--- src/rtl/eth_pkg.sv ---
// Shared types and constants for the Ethernet TX arbiter and its helpers.
//   arb_state_t  - arbiter FSM states
//   MAC_BYTE_W   - width of one byte lane towards mac_transmit
//   MAX_SRC      - largest supported number of frame sources
//   SRC_IDX_W    - width of a source index (covers MAX_SRC)
//   next_idx()   - round-robin successor of a source index
package eth_pkg;

  localparam int unsigned MAC_BYTE_W = 8;
  localparam int unsigned MAX_SRC    = 8;
  localparam int unsigned SRC_IDX_W  = 3;

  typedef enum logic [1:0] {
    IDLE,
    GRANTED,
    SENT,
    DRAIN
  } arb_state_t;

  // Index following idx, wrapping at n (idx is assumed < n).
  function automatic logic [SRC_IDX_W-1:0] next_idx(input logic [SRC_IDX_W-1:0] idx,
                                                   input int unsigned n);
    if (32'(idx) + 32'd1 >= n) begin
      return '0;
    end
    return idx + SRC_IDX_W'(1);
  endfunction

endpackage

--- src/rtl/rr_picker.sv ---
// Combinational round-robin selector.
// Returns the first asserted request at or above ptr, wrapping to index 0.
//   req    in   N          request vector
//   ptr    in   SRC_IDX_W  highest-priority index (must be < N)
//   onehot out  N          one-hot of the chosen request (zero if none)
//   idx    out  SRC_IDX_W  index of the chosen request (zero if none)
//   found  out  1          any request present
module rr_picker
  import eth_pkg::*;
#(
  parameter int unsigned N = 2
) (
  input  logic [N-1:0]         req,
  input  logic [SRC_IDX_W-1:0] ptr,
  output logic [N-1:0]         onehot,
  output logic [SRC_IDX_W-1:0] idx,
  output logic                 found
);

  always_comb begin
    onehot = '0;
    idx    = '0;
    found  = 1'b0;
    // First pass: indices from ptr upward.
    for (int unsigned i = 0; i < N; i++) begin
      if (!found && req[i] && (i >= 32'(ptr))) begin
        onehot[i] = 1'b1;
        idx       = SRC_IDX_W'(i);
        found     = 1'b1;
      end
    end
    // Second pass: wrapped part, indices below ptr.
    for (int unsigned i = 0; i < N; i++) begin
      if (!found && req[i]) begin
        onehot[i] = 1'b1;
        idx       = SRC_IDX_W'(i);
        found     = 1'b1;
      end
    end
  end

endmodule

--- src/rtl/eth_tx_arbiter.sv ---
// Round-robin arbiter sharing one mac_transmit between N_SRC byte-stream frame sources.
// A grant is held from request until the MAC has finished the frame (busy falls), or until
// the source fails to send / the MAC fails to start, in which case the grant is revoked and
// a saturating counter is bumped.
//   clk_100mhz        in   1          system clock
//   rst               in   1          synchronous active-high reset
//   req_in            in   N_SRC      per-source frame request (level)
//   grant_out         out  N_SRC      one-hot grant, zero when idle
//   src_data_in       in   8*N_SRC    packed source bytes, source i at [8i+7:8i]
//   src_valid_in      in   N_SRC      per-source byte valid
//   src_send_in       in   N_SRC      per-source send strobe
//   mac_data_out      out  8          granted source byte
//   mac_valid_out     out  1          granted source valid
//   mac_send_out      out  1          granted source send strobe
//   mac_busy_in       in   1          MAC busy
//   active_src_out    out  3          granted source index, 0 when idle
//   timeout_count_out out  16         saturating count of revoked grants
module eth_tx_arbiter
  import eth_pkg::*;
#(
  parameter int unsigned N_SRC         = 2,
  parameter int unsigned GRANT_TIMEOUT = 4096,
  parameter int unsigned BUSY_TIMEOUT  = 64
) (
  input  logic                        clk_100mhz,
  input  logic                        rst,
  input  logic [N_SRC-1:0]            req_in,
  output logic [N_SRC-1:0]            grant_out,
  input  logic [MAC_BYTE_W*N_SRC-1:0] src_data_in,
  input  logic [N_SRC-1:0]            src_valid_in,
  input  logic [N_SRC-1:0]            src_send_in,
  output logic [MAC_BYTE_W-1:0]       mac_data_out,
  output logic                        mac_valid_out,
  output logic                        mac_send_out,
  input  logic                        mac_busy_in,
  output logic [2:0]                  active_src_out,
  output logic [15:0]                 timeout_count_out
);

  localparam int unsigned TIMER_MAX = (GRANT_TIMEOUT > BUSY_TIMEOUT) ? GRANT_TIMEOUT
                                                                    : BUSY_TIMEOUT;
  localparam int unsigned TIMER_W   = (TIMER_MAX > 2) ? $clog2(TIMER_MAX) : 1;
  localparam logic [TIMER_W-1:0] GRANT_LAST = TIMER_W'(GRANT_TIMEOUT - 1);
  localparam logic [TIMER_W-1:0] BUSY_LAST  = TIMER_W'(BUSY_TIMEOUT - 1);

  arb_state_t           state, state_next;
  logic [N_SRC-1:0]     grant, grant_next;
  logic [SRC_IDX_W-1:0] active_idx, active_idx_next;
  logic [SRC_IDX_W-1:0] rr_ptr, rr_ptr_next;
  logic [TIMER_W-1:0]   timer, timer_next;
  logic [15:0]          timeout_count, timeout_count_next;

  logic [N_SRC-1:0]     pick_onehot;
  logic [SRC_IDX_W-1:0] pick_idx;
  logic                 pick_found;
  logic                 granted_req;
  logic                 granted_send;
  logic                 release_grant;
  logic                 bump_timeout;

  rr_picker #(
    .N (N_SRC)
  ) u_picker (
    .req    (req_in),
    .ptr    (rr_ptr),
    .onehot (pick_onehot),
    .idx    (pick_idx),
    .found  (pick_found)
  );

  // Datapath: only the granted lane reaches the MAC; no grant gives all zeros.
  always_comb begin
    mac_data_out = '0;
    for (int unsigned i = 0; i < N_SRC; i++) begin
      if (grant[i]) begin
        mac_data_out = mac_data_out | src_data_in[MAC_BYTE_W*i +: MAC_BYTE_W];
      end
    end
  end

  assign mac_valid_out = |(grant & src_valid_in);
  assign mac_send_out  = |(grant & src_send_in);
  assign granted_req   = |(grant & req_in);
  assign granted_send  = |(grant & src_send_in);

  always_comb begin
    state_next         = state;
    grant_next         = grant;
    active_idx_next    = active_idx;
    rr_ptr_next        = rr_ptr;
    timer_next         = timer;
    timeout_count_next = timeout_count;
    release_grant      = 1'b0;
    bump_timeout       = 1'b0;

    case (state)
      IDLE: begin
        if (!mac_busy_in && pick_found) begin
          grant_next      = pick_onehot;
          active_idx_next = pick_idx;
          timer_next      = '0;
          state_next      = GRANTED;
        end
      end
      GRANTED: begin
        // Send takes priority over a same-cycle request drop or timeout.
        if (granted_send) begin
          timer_next = '0;
          state_next = SENT;
        end else if (!granted_req) begin
          release_grant = 1'b1;
        end else if (timer == GRANT_LAST) begin
          release_grant = 1'b1;
          bump_timeout  = 1'b1;
        end else begin
          timer_next = timer + TIMER_W'(1);
        end
      end
      SENT: begin
        if (mac_busy_in) begin
          state_next = DRAIN;
        end else if (timer == BUSY_LAST) begin
          release_grant = 1'b1;
          bump_timeout  = 1'b1;
        end else begin
          timer_next = timer + TIMER_W'(1);
        end
      end
      DRAIN: begin
        if (!mac_busy_in) begin
          release_grant = 1'b1;
        end
      end
      default: begin
        state_next = IDLE;
        grant_next = '0;
      end
    endcase

    // Every release drops through IDLE, so grant_out is zero for at least one cycle.
    if (release_grant) begin
      grant_next      = '0;
      active_idx_next = '0;
      rr_ptr_next     = next_idx(active_idx, N_SRC);
      timer_next      = '0;
      state_next      = IDLE;
    end

    if (bump_timeout && (timeout_count != 16'hFFFF)) begin
      timeout_count_next = timeout_count + 16'd1;
    end
  end

  always_ff @(posedge clk_100mhz) begin
    if (rst) begin
      state         <= IDLE;
      grant         <= '0;
      active_idx    <= '0;
      rr_ptr        <= '0;
      timer         <= '0;
      timeout_count <= '0;
    end else begin
      state         <= state_next;
      grant         <= grant_next;
      active_idx    <= active_idx_next;
      rr_ptr        <= rr_ptr_next;
      timer         <= timer_next;
      timeout_count <= timeout_count_next;
    end
  end

  assign grant_out         = grant;
  assign active_src_out    = 3'(active_idx);
  assign timeout_count_out = timeout_count;

endmodule

--- config.mk ---
export PLATFORM = sky130hd
export DESIGN_NAME = eth_tx_arbiter
export DESIGN_NICKNAME = d
export VERILOG_FILES = /design/src/rtl/eth_pkg.sv /design/src/rtl/rr_picker.sv /design/src/rtl/eth_tx_arbiter.sv
export SDC_FILE = /design/constraint.sdc
export NUM_CORES = 1
export LEC_CHECK = 0
export BUFFER_PORTS_ARGS = -buffer_cell sky130_fd_sc_hd__buf_2
export CORE_MARGIN = 5
export CORE_UTILIZATION = 40
export CTS_BUF_LIST = sky130_fd_sc_hd__clkbuf_8
export DETAILED_ROUTE_END_ITERATION = 8
export MAX_ROUTING_LAYER = met4
export PLACE_DENSITY = 0.7
export REMOVE_ABC_BUFFERS = 1
export SETUP_SLACK_MARGIN = 0.4
export SLEW_MARGIN = 20
export SYNTH_ARGS = -nofsm -noshare
export SYNTH_HDL_FRONTEND = slang
export SYNTH_SLANG_ARGS = --single-unit
--- constraint.sdc ---
create_clock -name clk_100mhz -period 3.9 [get_ports clk_100mhz]
set_input_delay 0.78 -clock clk_100mhz [delete_from_list [all_inputs] [get_ports clk_100mhz]]
set_output_delay 0.78 -clock clk_100mhz [all_outputs]
set_load 0.005 [all_outputs]
==> results of run 1 <==
[area by class of cell]
cell class                 count  area share (%)
multi-input combinational    178            49.6
sequential                    34            28.8
clock inverter                 2            2.54
tap                           54            2.86
clock buffer                   6            3.50
inverter                       9            1.43
timing repair buffer          53            11.2
[registers in the layout, indices dropped and copies added, names as in the netlist]
register and count:
timer 12, active_src_out 1, timeout_count_out 16, grant_out 2, state 2, rr_ptr 1
[critical path, cell delays in order]
cell and delay, ns:
buf_2 0.09, a22oi_1 0.26, nand2_1 0.18, o32ai_4 0.34, nand3_4 0.29, or4_1 0.58, a21oi_1 0.15
[through the flow]
stage               area [µm²]  hold WS [ns]
floorplan                 1880         0.466
global placement          2210         0.473
detailed placement        2210         0.478
CTS                       2360         0.495
global route              2360         0.521
finish                    2360         0.490
[metal layers]
metal	vias to the layer above	part of all wire (%)	GRT usage, %
met5	-	0	-
met4	0	0.73	4.64
met1	825	47	16.4
met3	5	9.0	4.29
li1	939	-	-
met2	67	43	23.7
[power by group through the flow]
stage | registers (µW) | logic, µW | clock network [µW]
global placement | 405 | 289 | 0
detailed placement | 407 | 295 | 0
floorplan | 401 | 214 | 0
CTS | 398 | 297 | 411
global route | 403 | 341 | 427
finish | 399 | 299 | 401
[cell families after synthesis]
kind of cell	synth area share, %
XOR/XNOR	5.89
buffers and inverters	4.60
multiplexers	1.55
adder cells (fa/ha/maj)	4.53
AND/OR/NAND/NOR	27.5
flip-flops	35.2
AO/OA/AOI/OAI	20.5
other	0.194
[cell usage after synthesis (2+ instances only)]
master,instances,share of area (%)
o21ai_0,2,0.52
o21ai_1,6,1.6
o31ai_1,6,2.3
xor2_1,5,2.3
dfxtp_1,34,35
a22oi_1,2,0.78
and4_1,2,0.91
mux2i_1,3,1.6
xnor2_1,8,3.6
and2_1,2,0.65
nand3_1,15,3.9
inv_1,9,1.7
nor3_1,2,0.52
buf_2,2,0.52
o21bai_1,2,0.78
ha_1,7,4.5
nand4_1,5,1.6
nor2_1,30,5.8
a22o_1,9,4.1
a41oi_1,2,0.91
buf_4,2,0.78
or3_1,7,2.3
or4_1,6,2.3
nand2b_1,2,0.65
a21oi_1,18,4.7
and3_1,6,1.9
clkbuf_1,4,0.78
nand2_1,14,2.7
[final timing paths]
| check | end | slack [ns] | depth (start not counted) |
|---|---|---|---|
| min | active_src_out[0]$_SDFFE_PP0P_ | 0.49 | 2 |
| max reg2reg | timeout_count_out[15]$_SDFFE_PP0P_ | 1.45 | 7 |
| max | timeout_count_out[15]$_SDFFE_PP0P_ | 1.44 | 7 |
| min reg2reg | active_src_out[0]$_SDFFE_PP0P_ | 0.49 | 2 |
==> metrics.yaml, run 1 <==
run_status:
  outcome: "finished clean"
die:
  pin_count: 56
  die_w_um: 79.5
  die_area_um2: 6320
  core_area_um2: 4690
  die_h_um: 79.5
  core.rowCount: 25
  initial_utilization_pct: 41.2
placed_design:
  preCtsSetupSlack_ns: 0.936
  place_inst: 328
  io_buffers: 53
  place.gp.congestion: 0.812
  hpwl_um: 3250
pwr:
  total_power_uw: 1100
  powerDensity_nw_per_um2: 465
  power.switching_uw: 341
  vdd_drop_max_mv: 0.241
  combPwrFrac_pct: 27.2
  power_frac_seq_pct: 36.3
  clkPwrFrac_pct: 36.5
  p_leak_uw: 0.000985
  p_sw_share_pct: 31.1
  p_int_uw: 758
drt:
  dr_total_vias: 1836
  viasPerCell: 5.46
  drtIter0Drc: 76
  routed_wl_um: 4380
  wl_per_cell_um: 13.0
  drc: 0
  dr.pass1.iters: 4
  final_antenna_net_count: 0
timing:
  fin_crit_ns: 2.46
  relSlewSlack_pct: 47.9
  hold_viol: 0
  tightest_slew_ns: 0.779
  finalCritPeriodShare_pct: 63.1
  setup_viol_count_final: 0
  slew_violations: 0
  rsz0062_at_grt: "false"
  skew_ns: 0.00548
  fin_tns_setup_ns: 0
  setup_ws_ns: 1.44
  fmax_mhz: 406
grt:
  grtUsageTotal_pct: 14.3
  grt_pass1_wl_um: 7160
  overflow: 0
  grt_max_degree: 26
  antenna_found_initial: 0
  grt_pass1_vias: 1659
final_layout:
  seq_area_um2: 681
  final_common_cell: "buf_2"
  multi_input_area_um2: 1170
  fin_nets: 313
  fin_util_pct: 50.3
  layout.cells.non_filler: 336
  fillers: 453
  n_antenna_cell: 0
  drive_above_1_share_pct: 24.1
  area_growth_pct: 22.3
  layout_common_cells: "buf_2 (53), dfxtp_1 (34), nor2_1 (30)"
logic_synthesis:
  synth_edf_count: 0
  syn_area_per_cell_um2: 8.40
  synthCells: 230
  ys_ff_latch: 34
  synthFlopType: "dfxtp_1"
  synth_area_um2: 1930
  ys_seq_area_share_pct: 35.2
  async_flop_share_pct: 0
  ys_warn_count: 0
  synthDistinctLibCells: 46
setup_path:
  cp-startpoint: "src_send_in[0]"
  required_ns: 4.12
  crit_fanout: 25
  path_class: "in2reg"
  start_kind: "primary input"
  critPathCaptureType: "flip-flop"
  worstPathArrival_ns: 2.68
  reg2reg_from: "timer[0]$_SDFFE_PP0P_"
clock_network:
  cts_tree: "yes"
  cts-resized-gates: 0
  cts_sinks: 34
  htree_levels: 2
  clock_latency_ns: 0.28
  clock-root-buffer: "clkbuf_8"
  cts_hold_buffers: 0
  post_cts_buffers: 0
  clock_path_buffers: 2
  numCtsBuffers: 5
  clkTransAtPathRegs_ns: 0.07
min_path:
  min-delay-start: "active_src_out[0]$_SDFFE_PP0P_"
  min_path_type: "reg2reg"
flow_run:
  maxCapViolations: 0
(Power assumes the default switching activity.)
==> run 2: changes to the inputs <==
Settings changed: PLACE_DENSITY 0.7 to 0.73.
Clock period 3.9 ns to 2.2 ns, I/O delays scaled along.
==> metrics.yaml, run 2 (synthesis gave the netlist of run 1 again) <==
clock_network:
  clkTransAtPathRegs_ns: 0.07  # about the same
  numCtsBuffers: 5  # unchanged
  clock-root-buffer: "clkbuf_8"  # unchanged
  cts_tree: "yes"  # unchanged
  cts_sinks: 34  # unchanged
  cts_hold_buffers: 0  # unchanged
  clock_latency_ns: 0.29  # was 0.28 ns
  htree_levels: 2  # unchanged
  clock_path_buffers: 2  # unchanged
drt:
  dr_total_vias: 2080  # was 1836
  drtIter0Drc: 93  # was 76
  routed_wl_um: 5320  # was 4380 µm
  viasPerCell: 5.55  # was 5.46
  final_antenna_net_count: 0  # unchanged
  dr.pass1.iters: 4  # unchanged
  wl_per_cell_um: 14.2  # was 13.0 µm
  drc: 0  # unchanged
grt:
  grt_pass1_vias: 2025  # was 1659
  overflow: 0  # unchanged
  gr-usage-met2_pct: 30.2  # was 23.7%
  antenna_found_initial: 0  # unchanged
  met1_usage_pct: 19.4  # was 16.4%
  grt_pass1_wl_um: 8680  # was 7160 µm
  globalRouteMet3Util_pct: 3.95  # was 4.29%
  grtUsageTotal_pct: 17.4  # was 14.3%
  grt_max_degree: 18  # was 26
  grt-busiest-layer: "met2"  # unchanged
final_layout:
  fin_nets: 353  # was 313
  final_common_cell: "buf_2"  # unchanged
  fin_area_um2: 2780  # was 2360 µm²
  area_growth_pct: 44.0  # was 22.3%
  drive_above_1_share_pct: 43.3  # was 24.1%
  n_antenna_cell: 0  # unchanged
  layout_common_cells: "buf_2 (53), nor2_1 (30), buf_4 (30)"  # was buf_2 (53), dfxtp_1 (34), nor2_1 (30)
  fin_util_pct: 59.3  # was 50.3%
  fillers: 413  # was 453
  largest_reg_flops: 16  # unchanged
placed_design:
  preCtsSetupSlack_ns: -0.0497  # was 0.936 ns
  place_area_um2: 2390  # was 2210 µm²
  hpwl_um: 3520  # was 3250 µm
  io_buffers: 53  # unchanged
  place.gp.congestion: 0.798  # was 0.812
min_path:
  hold_end: "active_src_out[0]$_SDFFE_PP0P_"  # unchanged
  min_path_type: "reg2reg"  # unchanged
  min_path_cells: 2  # unchanged
  min-delay-start: "active_src_out[0]$_SDFFE_PP0P_"  # unchanged
timing:
  fmax_mhz: 495
  rsz0062_at_grt: "true"  # was false
  skew_ns: 0.00497  # was 0.00548 ns
  setup_ws_ns: 0.178  # was 1.44 ns
  fin_crit_ns: 2.02
  finalCritPeriodShare_pct: 91.9
  hold_viol: 0  # unchanged
  whs_ns: 0.478  # was 0.490 ns
  setup_viol_count_final: 0  # unchanged
  slew_violations: 0  # unchanged
setup_path:
  slowest_stage: "or4_1"  # unchanged
  max_stage_delay_ns: 0.53  # was 0.58 ns
  worstPathArrival_ns: 2.25  # was 2.68 ns
  crit_fanout: 7  # was 25
  r2r_cells: 7  # unchanged
  path_class: "reg2reg"  # was in2reg
  reg2reg_from: "timer[0]$_SDFFE_PP0P_"  # unchanged
  critPathCaptureType: "flip-flop"  # unchanged
  start_kind: "flip-flop"  # was primary input
  required_ns: 2.43  # was 4.12 ns
  crit_chain: "ha_4 > and3_4 > nand4_4 > o32ai_4 > nand3_4 > or4_1 > a21oi_1"  # was buf_2 > a22oi_1 > nand2_1 > o32ai_4 > nand3_4 > or4_1 > a21oi_1
  reg2reg_slack_ns: 0.18  # was 1.45 ns
  r2r_end: "timeout_count_out[9]$_SDFFE_PP0P_"  # was timeout_count_out[15]$_SDFFE_PP0P_
die:
  die_area_um2: 6320  # unchanged
  core.rowCount: 25  # unchanged
  core_area_um2: 4690  # unchanged
  die_h_um: 79.5  # unchanged
  die_w_um: 79.5  # unchanged
  pin_count: 56  # unchanged
  initial_utilization_pct: 41.2  # unchanged
pwr:
  powerDensity_nw_per_um2: 702  # was 465 nW/µm²
  total_power_uw: 1950  # was 1100 µW
  vdd_drop_max_mv: 0.387  # was 0.241 mV
  p_leak_uw: 0.00118  # was 0.000985 µW
flow_run:
  maxCapViolations: 0  # unchanged
run_status:
  outcome: "finished clean"  # unchanged
run 2: repair_timing:
action                                  in CTS  in global routing
gates resized for setup                     30                 22
pin swaps                                   24                  5
hold endpoints to repair                     0                  0
buffers inserted                            14                  1
endpoints found under the setup margin      28                 34
gates cloned                                 2                  0
run 2: per-stage QoR:
stage | setup TNS, ns | instances
after floorplan | -0.00573 | 221
after global placement | 0 | 351
after detailed placement | -0.100 | 351
after CTS | 0 | 374
after global routing | 0 | 375
final | 0 | 375
run 2: worst max-delay path: cells and delay by family, from the launching register on:
kind	cells	cell delay [ns]
simple gates	4	1.00
compound gates	2	0.46
flops	1	0.36
fa+ha+maj	1	0.14
run 2: layer usage:
metal	part of all wire (%)	vias up
met5	0	-
met4	1.7	0
met3	7.6	10
met2	49	70
met1	42	984
li1	-	1016
run 2: power by group:
group | leakage (µW) | total [µW] | internal, µW | switching (µW)
Combinational | 0.000851 | 809 | 370 | 439
Clock | 0.0000466 | 436 | 208 | 227
Sequential | 0.000279 | 710 | 663 | 46.8
Total | 0.00118 | 1950 | 1240 | 713
run 2: worst max-delay path by stage:
| stage | to | slack [ns] | startpoint |
|---|---|---|---|
| 3_5_place_dp | timeout_count_out[15]$_SDFFE_PP0P_ | -0.05 | src_send_in[0] |
| 6_report | timeout_count_out[9]$_SDFFE_PP0P_ | 0.18 | timer[0]$_SDFFE_PP0P_ |
| 3_3_place_gp | timeout_count_out[15]$_SDFFE_PP0P_ | 0.01 | src_send_in[0] |
| 4_1_cts | timeout_count_out[8]$_SDFFE_PP0P_ | 0.20 | timer[10]$_SDFFE_PP0P_ |
| 2_1_floorplan | timeout_count_out[15]$_SDFFE_PP0P_ | -0.006 | timer[0]$_SDFFE_PP0P_ |
| 5_1_grt | timeout_count_out[8]$_SDFFE_PP0P_ | 0.07 | grant_out[0]$_SDFFE_PP0P_ |
run 2: final cells by class:
cell class,instances,area (µm²),area share (%)
multi-input combinational,179,1320,47.4
sequential,34,693,24.9
timing repair buffer,92,592,21.3
clock buffer,5,68.8,2.47
tap,54,67.6,2.43
inverter,9,33.8,1.21
clock inverter,2,7.51,0.270
==> run 3: changes to the inputs <==
Settings changed: SETUP_SLACK_MARGIN 0.4 to unset, SKIP_CTS_REPAIR_TIMING set to 1, TNS_END_PERCENT set to 30.
==> metrics.yaml, run 3 (synthesis gave the netlist of run 1 again) <==
run_status:
  outcome: "finished clean"  # unchanged
pwr:
  p_leak_uw: 0.00111  # was 0.00118 µW
  powerDensity_nw_per_um2: 704  # was 702 nW/µm²
  p_sw_share_pct: 35.3  # was 36.5%
  clkPwrFrac_pct: 24.5  # was 22.3%
  p_int_uw: 1160  # was 1240 µW
  combPwrFrac_pct: 36.7  # was 41.4%
  power_frac_seq_pct: 38.8  # was 36.3%
  power.switching_uw: 630  # was 713 µW
  vdd_drop_max_mv: 0.386  # was 0.387 mV
die:
  die_w_um: 79.5  # unchanged
  die_area_um2: 6320  # unchanged
  core_area_um2: 4690  # unchanged
  pin_count: 56  # unchanged
  initial_utilization_pct: 41.2  # unchanged
  core.rowCount: 25  # unchanged
  die_h_um: 79.5  # unchanged
timing:
  skew_ns: 0.00777  # was 0.00497 ns
  setup_viol_count_final: 0  # unchanged
  setup_ws_ns: 0.115  # was 0.178 ns
  fin_crit_ns: 2.09  # was 2.02 ns
  rsz0062_at_grt: "true"  # unchanged
  fmax_mhz: 480  # was 495 MHz
  hold_viol: 0  # unchanged
  slew_violations: 0  # unchanged
  finalCritPeriodShare_pct: 94.8  # was 91.9%
setup_path:
  worstPathArrival_ns: 2.31  # was 2.25 ns
  reg2reg_slack_ns: 0.11  # was 0.18 ns
  slowest_stage: "or4_1"  # unchanged
  cp_num_cells: 7  # unchanged
  r2r_cells: 7  # unchanged
  reg2reg_from: "timer[1]$_SDFFE_PP0P_"  # was timer[0]$_SDFFE_PP0P_
  required_ns: 2.42  # was 2.43 ns
  r2r_end: "timeout_count_out[15]$_SDFFE_PP0P_"  # was timeout_count_out[9]$_SDFFE_PP0P_
  crit_fanout: 15  # was 7
  start_kind: "flip-flop"  # unchanged
  path_buf_inv: 0  # unchanged
  cp-startpoint: "timer[1]$_SDFFE_PP0P_"  # was timer[0]$_SDFFE_PP0P_
  max_stage_delay_ns: 0.55  # was 0.53 ns
  crit_chain: "ha_1 > and3_4 > nand4_4 > o32ai_4 > nand3_4 > or4_1 > a21oi_1"  # was ha_4 > and3_4 > nand4_4 > o32ai_4 > nand3_4 > or4_1 > a21oi_1
  cp-endpoint: "timeout_count_out[15]$_SDFFE_PP0P_"  # was timeout_count_out[9]$_SDFFE_PP0P_
  critPathCaptureType: "flip-flop"  # unchanged
  cp_top_family: "simple AND/OR/NAND/NOR gates"  # unchanged
  path_class: "reg2reg"  # unchanged
drt:
  dr_total_vias: 2000  # was 2080
  dr.pass1.iters: 4  # unchanged
  routed_wl_um: 4720  # was 5320 µm
  wl_per_cell_um: 12.9  # was 14.2 µm
  drc: 0  # unchanged
  wirelength_met1_um: 2110  # was 2220 µm
  wl_met3_um: 373  # was 402 µm
  drtIter0Drc: 96  # was 93
  final_antenna_net_count: 0  # unchanged
  maxUsedRoutingLayer: "met4"  # unchanged
  routed-wl-met2_um: 2170  # was 2600 µm
  viasPerCell: 5.48  # was 5.55
final_layout:
  fin_area_um2: 2540  # was 2780 µm²
  n_antenna_cell: 0  # unchanged
  layout_common_cells: "buf_2 (53), dfxtp_1 (34), nor2_1 (30), buf_4 (30), a21oi_1 (18)"  # was buf_2 (53), nor2_1 (30), buf_4 (30)
  fin_nets: 343  # was 353
  area_growth_pct: 31.4  # was 44.0%
  largest_reg_flops: 16  # unchanged
  drive_above_1_share_pct: 31.8  # was 43.3%
  layout.cells.non_filler: 365  # was 375
  final_common_cell: "buf_2"  # unchanged
min_path:
  min_path_type: "reg2reg"  # unchanged
placed_design:
  hpwl_um: 3520  # unchanged
  place_area_um2: 2390  # unchanged
  preCtsSetupSlack_ns: -0.0497  # unchanged
  place.gp.congestion: 0.798  # unchanged
  io_buffers: 53  # unchanged
  place_inst: 351  # unchanged
clock_network:
  clock_path_buffers: 2  # unchanged
  htree_levels: 2  # unchanged
  cts_sinks: 34  # unchanged
  cts_tree: "yes"  # unchanged
  numCtsBuffers: 5  # unchanged
  clkTransAtPathRegs_ns: 0.07  # about the same
  clock_latency_ns: 0.30  # was 0.29 ns
  clock-root-buffer: "clkbuf_8"  # unchanged
flow_run:
  maxCapViolations: 0  # unchanged
grt:
  grt_max_degree: 19  # was 18
  grt_pass1_vias: 1869  # was 2025
  overflow: 0  # unchanged
  antenna_found_initial: 0  # unchanged
  grtUsageTotal_pct: 15.5  # was 17.4%
  grt_pass1_wl_um: 7740  # was 8680 µm
## run 3: changes by cell type in the layout (fill, tap and decap cells not counted), sizes merged
cell	change
nand3	-1
buf	-9
## run 3: tightest hold or removal path, cell delays in order, from the launching register on
cell,delay (ns)
dfxtp_1,0.32
nand2_1,0.06
a21oi_1,0.06
## run 3: worst min-delay path by stage
stage          slack (ns)                              to  cells past startpoint                           start
2_1_floorplan        0.47  active_src_out[0]$_SDFFE_PP0P_                      2  active_src_out[0]$_SDFFE_PP0P_
3_3_place_gp         0.47  active_src_out[0]$_SDFFE_PP0P_                      2  active_src_out[0]$_SDFFE_PP0P_
3_5_place_dp         0.47  active_src_out[0]$_SDFFE_PP0P_                      2  active_src_out[0]$_SDFFE_PP0P_
4_1_cts              0.48  active_src_out[0]$_SDFFE_PP0P_                      2  active_src_out[0]$_SDFFE_PP0P_
5_1_grt              0.51  active_src_out[0]$_SDFFE_PP0P_                      2  active_src_out[0]$_SDFFE_PP0P_
6_report             0.48  active_src_out[0]$_SDFFE_PP0P_                      2  active_src_out[0]$_SDFFE_PP0P_
## run 3: area by class of cell
| type | instances | area [µm²] |
|---|---|---|
| fill | 453 | 2150 |
| inverter | 9 | 33.8 |
| tap | 54 | 67.6 |
| clock buffer | 5 | 68.8 |
| multi-input combinational | 178 | 1190 |
| timing repair buffer | 83 | 490 |
| sequential | 34 | 681 |
| clock inverter | 2 | 7.51 |
## run 3: metal layers
layer  track usage (%)  vias to the layer above
met1              17.7                      929
met4              6.19                        0
met3              3.95                        8
li1                  -                      996
met2              25.9                       67
met5                 -                        -
## run 3: stage by stage
stage | total power [µW] | hold slack, ns | utilization, % | setup TNS [ns]
after floorplan | 1090 | 0.466 | - | -0.00573
after global placement | 1340 | 0.467 | 50.9 | 0
after detailed placement | 1350 | 0.469 | 50.9 | -0.100
after CTS | 1790 | 0.482 | 52.5 | -0.154
after global routing | 1910 | 0.509 | 54.1 | -0.0235
final | 1790 | 0.480 | 54.1 | 0
## run 3: power by group through the flow
| stage | registers, µW | logic (µW) | clock network, µW |
|---|---|---|---|
| 3_3_place_gp | 704 | 631 | 0 |
| 6_report | 694 | 656 | 438 |
| 3_5_place_dp | 707 | 646 | 0 |
| 2_1_floorplan | 710 | 380 | 0 |
| 5_1_grt | 701 | 741 | 471 |
| 4_1_cts | 693 | 650 | 449 |
